### config.mk
export PLATFORM = sky130hd
export DESIGN_NAME = core_mem_stage
export DESIGN_NICKNAME = d
export VERILOG_FILES = /design/src/rtl/core_mem_stage.sv
export SDC_FILE = /design/constraint.sdc
export NUM_CORES = 1
export LEC_CHECK = 0
export BUFFER_PORTS_ARGS = -buffer_cell sky130_fd_sc_hd__buf_2
export CAP_MARGIN = 20
export CORE_ASPECT_RATIO = 0.6
export CORE_MARGIN = 2
export CORE_UTILIZATION = 40
export DETAILED_ROUTE_END_ITERATION = 8
export PLACE_DENSITY = 0.69
export SETUP_SLACK_MARGIN = 0.02
export SLEW_MARGIN = 20
export SYNTH_ARGS = -nofsm -noshare
export SYNTH_HDL_FRONTEND = slang
export SYNTH_SLANG_ARGS = --single-unit
### constraint.sdc
create_clock -name i_clk -period 2.2 [get_ports i_clk]
set_input_delay 0.11 -clock i_clk [delete_from_list [all_inputs] [get_ports i_clk]]
set_output_delay 0.11 -clock i_clk [all_outputs]
set_load 0.1 [all_outputs]
### src/rtl/core_mem_stage.sv
// Memory-access pipeline stage: registers execute results, runs loads/stores over a
// request/grant/response handshake, aligns store lanes and extends load data for writeback.
module core_mem_stage #(
    parameter int XLEN = 32
) (
    input  logic            i_clk,
    input  logic            i_rst,
    input  logic            i_ex_valid,
    input  logic [6:0]      i_opcode,
    input  logic [2:0]      i_funct3,
    input  logic [4:0]      i_rd,
    input  logic            i_reg_write,
    input  logic [XLEN-1:0] i_alu_result,
    input  logic [XLEN-1:0] i_store_data,
    input  logic [XLEN-1:0] i_csr_data,
    output logic            o_stall,
    output logic            o_dmem_req,
    output logic            o_dmem_we,
    output logic [XLEN-1:0] o_dmem_addr,
    output logic [XLEN-1:0] o_dmem_wdata,
    output logic [3:0]      o_dmem_be,
    input  logic            i_dmem_gnt,
    input  logic            i_dmem_rvalid,
    input  logic [XLEN-1:0] i_dmem_rdata,
    output logic            o_wb_valid,
    output logic [4:0]      o_wb_rd,
    output logic            o_wb_reg_write,
    output logic [XLEN-1:0] o_wb_data,
    output logic            o_misaligned
);

    localparam logic [6:0] OP_LOAD   = 7'b0000011;
    localparam logic [6:0] OP_STORE  = 7'b0100011;
    localparam logic [6:0] OP_SYSTEM = 7'b1110011;

    typedef enum logic [1:0] {IDLE, REQ, WAIT} state_t;

    state_t          state, state_next;
    logic [2:0]      funct3_q;
    logic [4:0]      rd_q;
    logic            reg_write_q;
    logic [1:0]      off_q;

    logic            is_load, is_store, is_mem, misaligned;
    logic [1:0]      off;
    logic [XLEN-1:0] store_wdata, load_data;
    logic [3:0]      store_be;
    logic [7:0]      load_byte;
    logic [15:0]     load_half;

    always_comb begin
        is_load  = (i_opcode == OP_LOAD);
        is_store = (i_opcode == OP_STORE);
        is_mem   = is_load | is_store;
        off      = i_alu_result[1:0];
        case (i_funct3[1:0])
            2'b00:   misaligned = 1'b0;
            2'b01:   misaligned = off[0];
            default: misaligned = (off != 2'b00);
        endcase
    end

    // Store data is replicated across every lane so the memory only needs the byte enables.
    always_comb begin
        case (i_funct3[1:0])
            2'b00: begin
                store_wdata = {4{i_store_data[7:0]}};
                store_be    = 4'b0001 << off;
            end
            2'b01: begin
                store_wdata = {2{i_store_data[15:0]}};
                store_be    = 4'b0011 << off;
            end
            default: begin
                store_wdata = i_store_data;
                store_be    = 4'b1111;
            end
        endcase
    end

    always_comb begin
        case (off_q)
            2'd0:    load_byte = i_dmem_rdata[7:0];
            2'd1:    load_byte = i_dmem_rdata[15:8];
            2'd2:    load_byte = i_dmem_rdata[23:16];
            default: load_byte = i_dmem_rdata[31:24];
        endcase
        load_half = off_q[1] ? i_dmem_rdata[31:16] : i_dmem_rdata[15:0];
        case (funct3_q)
            3'b000:  load_data = {{24{load_byte[7]}}, load_byte};
            3'b100:  load_data = {24'd0, load_byte};
            3'b001:  load_data = {{16{load_half[15]}}, load_half};
            3'b101:  load_data = {16'd0, load_half};
            default: load_data = i_dmem_rdata;
        endcase
    end

    always_comb begin
        state_next = state;
        case (state)
            IDLE:    if (i_ex_valid && is_mem && !misaligned) state_next = REQ;
            REQ:     if (i_dmem_gnt) state_next = o_dmem_we ? IDLE : WAIT;
            WAIT:    if (i_dmem_rvalid) state_next = IDLE;
            default: state_next = IDLE;
        endcase
    end

    assign o_stall    = (state != IDLE);
    assign o_dmem_req = (state == REQ);

    always_ff @(posedge i_clk) begin
        if (i_rst) state <= IDLE;
        else       state <= state_next;
    end

    // Request fields are latched once at accept so they stay stable until grant.
    always_ff @(posedge i_clk) begin
        if (i_rst) begin
            funct3_q       <= '0;
            rd_q           <= '0;
            reg_write_q    <= 1'b0;
            off_q          <= '0;
            o_dmem_we      <= 1'b0;
            o_dmem_addr    <= '0;
            o_dmem_wdata   <= '0;
            o_dmem_be      <= '0;
            o_wb_valid     <= 1'b0;
            o_wb_rd        <= '0;
            o_wb_reg_write <= 1'b0;
            o_wb_data      <= '0;
            o_misaligned   <= 1'b0;
        end else begin
            o_wb_valid     <= 1'b0;
            o_wb_reg_write <= 1'b0;
            o_misaligned   <= 1'b0;
            case (state)
                IDLE: if (i_ex_valid) begin
                    funct3_q    <= i_funct3;
                    rd_q        <= i_rd;
                    reg_write_q <= i_reg_write;
                    off_q       <= off;
                    if (!is_mem) begin
                        o_wb_valid     <= 1'b1;
                        o_wb_rd        <= i_rd;
                        o_wb_reg_write <= i_reg_write;
                        o_wb_data      <= (i_opcode == OP_SYSTEM) ? i_csr_data : i_alu_result;
                    end else if (misaligned) begin
                        o_wb_valid   <= 1'b1;
                        o_wb_rd      <= i_rd;
                        o_wb_data    <= i_alu_result;
                        o_misaligned <= 1'b1;
                    end else begin
                        o_dmem_we    <= is_store;
                        o_dmem_addr  <= {i_alu_result[XLEN-1:2], 2'b00};
                        o_dmem_wdata <= store_wdata;
                        o_dmem_be    <= store_be;
                    end
                end
                REQ: if (i_dmem_gnt && o_dmem_we) begin
                    o_wb_valid <= 1'b1;
                    o_wb_rd    <= rd_q;
                end
                WAIT: if (i_dmem_rvalid) begin
                    o_wb_valid     <= 1'b1;
                    o_wb_rd        <= rd_q;
                    o_wb_reg_write <= reg_write_q;
                    o_wb_data      <= load_data;
                end
                default: ;
            endcase
        end
    end

endmodule

Word-level counts from Yosys, hierarchy flattened:

Cells that the tools add are included.
Widths: inputs -> output; s select.

* equal/unequal tests: 17
* shifts and indexed selects: 2
* muxes and demuxes: 33
* bitwise gates (word level): 5
* reduce and logical (&&, ||, !) cells: 18

Operators by type and width (count)
* $mux 32: 5
* $pmux 32 s2: 2
* $pmux 32 s4: 1
* $mux 5: 5
* $pmux 8 s3: 1
* $mux 16: 1
* $pmux 5 s3: 1
* $mux 1: 8
* $mux 2: 4
* $pmux 4 s2: 1
* $reduce_and 4->1: 2
* $eq 7x2->1 const B: 1
* $eq 7x6->1 const B: 1
* $eq 7x7->1 const B: 1
* $eq 2x1->1 const B: 3
* $eq 3x3->1 const B: 2
* $logic_not 2->1: 3
* $ne 2x2->1 const B: 3
* $pmux 2 s3: 1
* $reduce_bool 2->1: 3
* $reduce_and 5->1: 1
* $eq 2x2->1 const B: 2
* $ne 2x1->1 const B: 2
* $not 1->1: 4
* other kinds (14): 17

* register bits after elaboration: 120
* logic and storage cells: 89

Logic depth before layout (Yosys ltp):

Gate-level depths: netlist (run 1).

* depth after elaboration: 6
* depth in mapped cells: 10
* mapped depth without buffers: 7

Worst setup path before layout (run 1):

No wires, ideal clock.

* kind: register to register
* from: reg state[1]
* to: reg o_wb_rd[0]
* library setup time: 86 ps
* arrival: 2135 ps
* path slack: -21 ps
* stages on the path, launching flop included: 8
* buffers on the path: 0
* cell sequence: dfxtp_1 > inv_1 > ha_1 > nand2b_1 > nand3_1 > a2111oi_4 > nor2_1 > a211oi_1

* word-level cells in the longest chain between the ends: 3
* elaborated cells on any way between the ends: 10
* those cells by class: eq/ne: 6; mux: 1; reduce/logical: 3

Ends and longest elaborated chain
* start, declared: RTL line 38 `state_t state, state_next;`
* start signal, assigned: RTL line 113 `else state <= state_next;`
* $eq 2x1->1 (*)
* named net o_dmem_req: RTL line 17 `output logic o_dmem_req,`
* $ne 2x1->1 (no source line) / $reduce_bool 3->1 (equally long branches)
* $reduce_and 5->1 (no source line)
* end signal, assigned: RTL line 144 `o_wb_rd <= i_rd;`
* end signal, assigned: RTL line 149 `o_wb_rd <= i_rd;`
* end signal, assigned: RTL line 161 `o_wb_rd <= rd_q;`
* end, declared: RTL line 26 `output logic [4:0] o_wb_rd,`

The timed path passes the listed nets; every way through them passes the cells marked *.
A chain may end at the register's enable or synchronous reset.

Final worst setup path (run 1):

* from: in i_funct3[1]
* to: reg o_wb_data[9]

* word-level cells in the longest chain between the ends: 4
* elaborated cells on any way between the ends: 5
* those cells by class: eq/ne: 2; mux: 1; reduce/logical: 2

Ends and longest elaborated chain
* start, declared: RTL line 10 `input logic [2:0] i_funct3,`
* $eq 2x1->1 / $logic_not 2->1 (equally long branches): RTL line 56 `case (i_funct3[1:0])`
* $pmux 1 s2 (*): RTL line 56
* $ne 3x3->1 (no source line) (*)
* $reduce_and 4->1 (no source line) (*)
* end signal, assigned: RTL line 146 `o_wb_data <= (i_opcode == OP_SYSTEM) ? i_csr_data : i_alu_result;`
* end signal, assigned: RTL line 150 `o_wb_data <= i_alu_result;`
* end signal, assigned: RTL line 167 `o_wb_data <= load_data;`
* end, declared: RTL line 28 `output logic [XLEN-1:0] o_wb_data,`

Every way passes the cells marked *; elsewhere a longest branch is shown, timed or not.

==> results of run 1 <==
## layout make-up
type,count,area [sq um],share of cell area
multi-input cells,538,3200,0.369
flip-flops and latches,120,2400,0.276
repair buffers,349,2170,0.250
clock buffers,20,467,0.0537
well taps,198,248,0.0285
clock inverters,12,164,0.0189
inverters,9,33.8,0.00389
## report_power, final
part / switching [mW] / internal [mW] / leakage [nW] / total (mW)
Sequential: 0.0411 / 2.24 / 0.977 / 2.28
Combinational: 0.741 / 0.362 / 2.56 / 1.10
Clock: 1.09 / 1.89 / 0.296 / 2.97
## per-layer routing
layer  share of wire  vias up
li1                -     3210
met4           0.020        0
met2            0.40      303
met5               0        -
met3           0.091       36
met1            0.49     3100
## worst min path at each step
stage	start	to	slack [ps]
after floorplan	i_rd[0]	rd_q[0]$_SDFFE_PP0P_	250
after global placement	i_rd[3]	rd_q[3]$_SDFFE_PP0P_	370
after detailed placement	i_rd[4]	rd_q[4]$_SDFFE_PP0P_	370
after CTS	i_alu_result[1]	off_q[1]$_SDFFE_PP0P_	10
after global routing	i_funct3[2]	funct3_q[2]$_SDFFE_PP0P_	40
final	i_alu_result[1]	off_q[1]$_SDFFE_PP0P_	20
## kinds of logic (layout without fill, tap and decap cells)
logic type | Yosys count | count (layout)
flip-flops | 120 | 120
adder cells (fa/ha/maj) | 4 | 4
other | 1 | 2
AND/OR/NAND/NOR | 263 | 263
AO/OA/AOI/OAI | 229 | 229
multiplexers | 40 | 40
buffers and inverters | 75 | 390
## synth_stat cells (all sizes together) (10+ instances only)
| master | count | area, sq um |
|---|---|---|
| o2bb2ai | 16 | 140 |
| o21ai | 23 | 115 |
| dfxtp | 120 | 2400 |
| a21oi | 92 | 460 |
| buf | 22 | 154 |
| o211ai | 10 | 75.1 |
| o22ai | 19 | 119 |
| nor2 | 34 | 130 |
| mux2i | 35 | 350 |
| nor3 | 24 | 120 |
| nand2 | 165 | 619 |
| a211oi | 15 | 128 |
| and2 | 18 | 115 |
| clkbuf | 44 | 165 |
## critical path, cell delays in order
cell           delay [ps]
dlygate4sd3_1         570
buf_2                 150
o21a_1                220
nor4b_4               460
a21oi_4               100
buf_4                 220
a21boi_1              150
buf_4                 180
a21oi_1               140
## stage by stage
step / utilization / cell area, sq um / hold WS, ps / power, mW
3_3_place_gp: 0.512 / 7430 / 366 / 3.32
4_1_cts: 0.599 / 8690 / 11.0 / 6.38
6_report: 0.599 / 8690 / 24.1 / 6.35
5_1_grt: 0.599 / 8690 / 40.5 / 6.56
3_5_place_dp: 0.512 / 7430 / 370 / 3.33
2_1_floorplan: - / 5940 / 246 / 2.99
## timing repair
| item | in CTS | in global routing |
|---|---|---|
| endpoints found under the hold margin | 63 | 0 |
| setup endpoints to repair | 0 | 0 |
| hold buffers | 63 | 0 |
## registers in the layout, summed over array words and instances, names as in the netlist
signal / count
funct3_q: 3
o_dmem_addr: 30
o_dmem_be: 4
o_dmem_wdata: 32
o_dmem_we: 1
o_misaligned: 1
o_wb_data: 32
o_wb_rd: 5
o_wb_reg_write: 1
o_wb_valid: 1
off_q: 2
rd_q: 5
reg_write_q: 1
state: 2
==> metrics.md, run 1 <==
| Metric | Value |
|---|---|
| Status | completed |
| Layout Cells excl Fill | 1246 |
| Slew @ Worst Pin | 989 ps |
| Area growth, synth to finish | 46.6% |
| Syn Inst Count | 732 |
| Final ANT Viol Nets | 0 |
| Clock root buffer | clkbuf_16 |
| Initial antenna violation count | 0 |
| Async set-reset flop share out of synthesis | 0 |
| Synth Area in Adders | 0.00844 |
| GRT Util Overall | 0.272 |
| Initial core utilization | 0.409 |
| Clock buffer depth | 2 |
| CTS buffer count | 17 |
| Critical path origin | i_funct3[1] |
| DR vias/cell | 5.34 |
| Critical path endpoint | o_wb_data[9]$_SDFFE_PP0P_ |
| Final WL | 21800 microns |
| Met2 Use GR | 0.370 |
| Remaining routing DRC violations | 0 |
| Seq/Total Area, Yosys | 0.405 |
| First-pass DRT Iterations | 5 |
| DR WL/cell | 17.5 microns |
| R2r startpoint | off_q[1]$_SDFFE_PP0P_ |
| Crit path arrival time | 2310 ps |
| HPWL after DPL | 15900 microns |
| Pwr/cell area | 731 mW/mm^2 |
| Post-Synth XOR/XNOR Area | 0 |
| Rows | 34 |
| Share of post-route cells with drive strength above 1 | 0.327 |
| Top FF cell, synth | dfxtp_1 |
| Post-Place Setup Slack | 267 ps |
| Critical path startpoint category | input pin |
| Complex-gate fraction of the synthesized area | 0.259 |
| Worst Reg-to-Reg Cells | 6 |
| Setup TNS | 0 ps |
| CTS H-tree depth | 4 |
| Commonest cells after routing, fill and taps aside | buf_2 (256), nand2_1 (164), dfxtp_1 (120) |
| CTS tree | built |
| # setup viols final | 0 |
| Dpl cells | 1151 |
| Final clock skew | 11.6 ps |
| Crit path kind | input pin to register |
| Final Wtd Congestion | 0.884 |
| Largest family of logic cells by synthesized area | compound AO/OA/AOI/OAI gates |
| Vias | 6649 |
| Hold Vio Cnt, Final | 0 |
| Clk Latency, worst-skew pair | 420 ps |
| Final layout net count | 1188 |
| Pin count of the biggest net entering global routing | 88 |
| Peak supply drop | 0.436 mV |
| CP max FO | 20 |
| Die height | 98.3 microns |
| Leakage | 3.84 nW |
| Post-synthesis mux area share | 0.0705 |
| Max-slew violations | 0 |
| DRT iter0 DRCs | 531 |
| Post-route clock period utilization | 0.896 |
| GR Util met1 | 0.412 |
| Reg clk slew, reported paths | 60 ps |
| Simple logic cell fraction of the synthesized area | 0.196 |
| Fmax achieved | 507 MHz |
| Post-Syn Area | 0.00593 sq mm |
| Worst min path class | input pin to register |
| Post-synth cell types | 51 |
| Core Footprint | 0.0145 sq mm |
| Die X | 161 microns |
| CP required | 2540 ps |
| I/O pin count | 260 |
| Max-cap violations | 0 |
| Full die area | 0.0158 sq mm |
| Minimum clock period | 1970 ps |
| Vias in the first global route | 6030 |
| Met3 GRT Util | 0.0697 |
| Warnings, synthesis | 0 |
| Antenna Cells | 0 |
| Hold path cells | 3 |
| First-pass GRT wire length | 33700 microns |
| Post-synth EDFFs | 0 |
| Worst reg2reg endpoint | o_wb_data[2]$_SDFFE_PP0P_ |
| RSZ-0062 raised after global routing | false |
| Postcts setup bufs | 0 |
| Relative slew slack | 0.340 |
| CTS sink cnt | 120 |
| Register-to-register setup slack | 300 ps |
| Final WS setup | 229 ps |
| Most common cell after layout, fill and taps aside | buf_2 |
| Crit end category | register |
| Syn avg cell area | 8.10 sq um |
| Filler instances | 1348 |
| Grt ovf | 0 |
| Post_cts resized | 0 |
| Most Crowded Layer GR | met1 |
| Flops & latches, synth | 120 |
| PortBufs | 257 |
Note: power is estimated with default switching activity, not from simulation.
==> run 2, diff against run 1 <==
Settings changed: PLACE_DENSITY 0.69 to default, PLACE_DENSITY_LB_ADDON from default to 0.1.
==> run 2 against run 1 <==
Worst setup slack about the same. Utilization decreased by 0.72 points. Non-clock buffer count is 9 lower. Via count is 3.3% lower. Clock-buffer cell count fell by 1. Flip-flop and latch count did not move. Critical path depth is 1 lower. Fmax about the same. Final cell count decreased by 0.64%. Design area decreased by 1.2%. Wire length up 0.40%. Largest cell class unchanged. Hold slack got worse by 12 ps.
==> metrics.md, run 2 (synthesis results as in run 1) <==
| Metric | Value |
|---|---|
| Status | completed (unchanged) |
| Critical hold path startpoint | i_funct3[1] (was i_alu_result[1]) |
| Die height | 98.3 microns (unchanged) |
| Sw Ratio | 0.294 (about the same) |
| CTS H-tree depth | 4 (unchanged) |
| Initial antenna violation count | 0 (unchanged) |
| Critical path startpoint category | register (was input pin) |
| Clk Latency, worst-skew pair | 410 ps (was 420 ps) |
| Relative slew slack | 0.591 (was 0.340) |
| CP max FO | 10 (was 20) |
| Hold Vio Cnt, Final | 0 (unchanged) |
| Post-route clock period utilization | 0.896 (about the same) |
| # setup viols final | 0 (unchanged) |
| Grt ovf | 0 (unchanged) |
| Clk network pwr share | 0.455 (was 0.468) |
| NetSw | 1.82 mW (was 1.87 mW) |
| Core Footprint | 0.0145 sq mm (unchanged) |
| Final layout net count | 1179 (was 1188) |
| Setup TNS | 0 ps (unchanged) |
| Vias | 6431 (was 6649) |
| Max-slew violations | 0 (unchanged) |
| Critical path origin | state[1]$_SDFFE_PP0P_ (was i_funct3[1]) |
| Commonest cells after routing, fill and taps aside | buf_2 (256), nand2_1 (164), dfxtp_1 (120) (unchanged) |
| Register share of total power | 0.368 (was 0.358) |
| Postcts setup bufs | 0 (unchanged) |
| Final Cell Area | 0.00859 sq mm (was 0.00869 sq mm) |
| CTS tree | built (unchanged) |
| Full die area | 0.0158 sq mm (unchanged) |
| R2r startpoint | state[1]$_SDFFE_PP0P_ (was off_q[1]$_SDFFE_PP0P_) |
| Crit path kind | register to register (was input pin to register) |
| Layout Cells excl Fill | 1238 (was 1246) |
| Final Wtd Congestion | 0.898 (was 0.884) |
| Slew @ Worst Pin | 611 ps (was 989 ps) |
| Clock buffer depth | 2 (unchanged) |
| First-pass DRT Iterations | 5 (unchanged) |
| Most common cell after layout, fill and taps aside | buf_2 (unchanged) |
| Final ANT Viol Nets | 0 (unchanged) |
| CP required | 2510 ps (was 2540 ps) |
| Peak supply drop | 0.515 mV (was 0.436 mV) |
| Fmax achieved | 507 MHz (about the same) |
| Final clock skew | 7.75 ps (was 11.6 ps) |
| Combinational power share | 0.177 (was 0.174) |
| Worst min path class | input pin to register (unchanged) |
| DR WL/cell | 17.7 microns (was 17.5 microns) |
| Minimum clock period | 1970 ps (about the same) |
| First-pass GRT wire length | 33700 microns (about the same) |
| DRT iter0 DRCs | 481 (was 531) |
| Initial core utilization | 0.409 (unchanged) |
| PortBufs | 257 (unchanged) |
| Share of post-route cells with drive strength above 1 | 0.328 (was 0.327) |
| Crit end category | register (unchanged) |
| Pin count of the biggest net entering global routing | 88 (unchanged) |
| Clock root buffer | clkbuf_16 (unchanged) |
| Dpl cells | 1150 (was 1151) |
| GRT Util Overall | 0.273 (was 0.272) |
| RSZ-0062 raised after global routing | false (unchanged) |
| Crit path arrival time | 2280 ps (was 2310 ps) |
| Pwr/cell area | 720 mW/mm^2 (was 731 mW/mm^2) |
| Area growth, synth to finish | 44.9% (was 46.6%) |
| Max-cap violations | 0 (unchanged) |
| CTS sink cnt | 120 (unchanged) |
| Placed Area | 0.00744 sq mm (was 0.00743 sq mm) |
| Remaining routing DRC violations | 0 (unchanged) |
| Top flop regs | o_dmem_wdata (32), o_wb_data (32), o_dmem_addr (30) (unchanged) |
| Final WL | 21900 microns (was 21800 microns) |
| Die X | 161 microns (unchanged) |
| Leakage | 3.80 nW (was 3.84 nW) |
| I/O pin count | 260 (unchanged) |
| Vias in the first global route | 5946 (was 6030) |
| Int Power | 4.37 mW (was 4.48 mW) |
| HPWL after DPL | 15900 microns (about the same) |
| DR vias/cell | 5.19 (was 5.34) |
| CTS buffer count | 17 (unchanged) |
| Reg clk slew, reported paths | 50 ps (was 60 ps) |
| Rows | 34 (unchanged) |
run 2: cell types whose count changed in the layout (fill, tap and decap cells not counted), sizes merged:
cell         change
dlygate4sd3      -8
buf              -1
diode            +1
clkbuf           -1
clkinv           +6
clkinvlp         -3
inv              -2
run 2: layout make-up:
class | count | area, sq um
sequential | 120 | 2400
clock buffer | 19 | 433
clock inverter | 13 | 154
fill | 1391 | 5920
multi-input combinational | 538 | 3210
tap | 198 | 248
inverter | 9 | 33.8
timing repair buffer | 340 | 2100
antenna | 1 | 2.50
run 2: worst paths after layout:
path / cells after the start / slack, ps / end
hold reg to reg: 2 / 450 / o_dmem_addr[3]$_SDFFE_PP0P_
setup / recovery: 8 / 230 / o_wb_rd[0]$_SDFFE_PP0P_
hold / removal: 3 / 10 / funct3_q[1]$_SDFFE_PP0P_
setup reg to reg: 8 / 230 / o_wb_rd[0]$_SDFFE_PP0P_
run 2: through the flow:
stage	util	hold slack, ps	worst slack, ps	total power [mW]
finish	0.592	11.8	229	6.19
global route	0.592	11.5	27.6	6.42
CTS	0.591	4.76	122	6.21
detailed placement	0.513	361	141	3.33
global placement	0.513	365	221	3.33
floorplan	-	246	177	2.99
run 2: power groups by stage:
stage                     Combinational, mW  Clock, mW  Sequential [mW]
after floorplan                       0.320          0             2.67
after global routing                   1.15       2.98             2.28
after global placement                 1.00          0             2.32
final                                  1.09       2.82             2.28
after detailed placement               1.01          0             2.32
after CTS                              1.08       2.85             2.27
run 2: critical path: stages, from the launching register on:
cell,delay [ps]
dfxtp_1,370
inv_1,80
ha_1,240
nand2b_1,110
nand3_1,180
a2111oi_4,390
buf_4,230
nor2_1,50
a211oi_1,220
run 2: timing repair:
action | 4_1_cts | 5_1_grt
gates resized for setup | 0 | 2
endpoints found under the setup margin | 0 | 9
hold buffers | 55 | 0
hold endpoints to repair | 57 | 0
run 2: metal layers:
metal | track usage | routed length (microns)
met5 | 0 | 0
met4 | 0.0563 | 157
met3 | 0.0705 | 1830
met2 | 0.372 | 8760
met1 | 0.424 | 11200
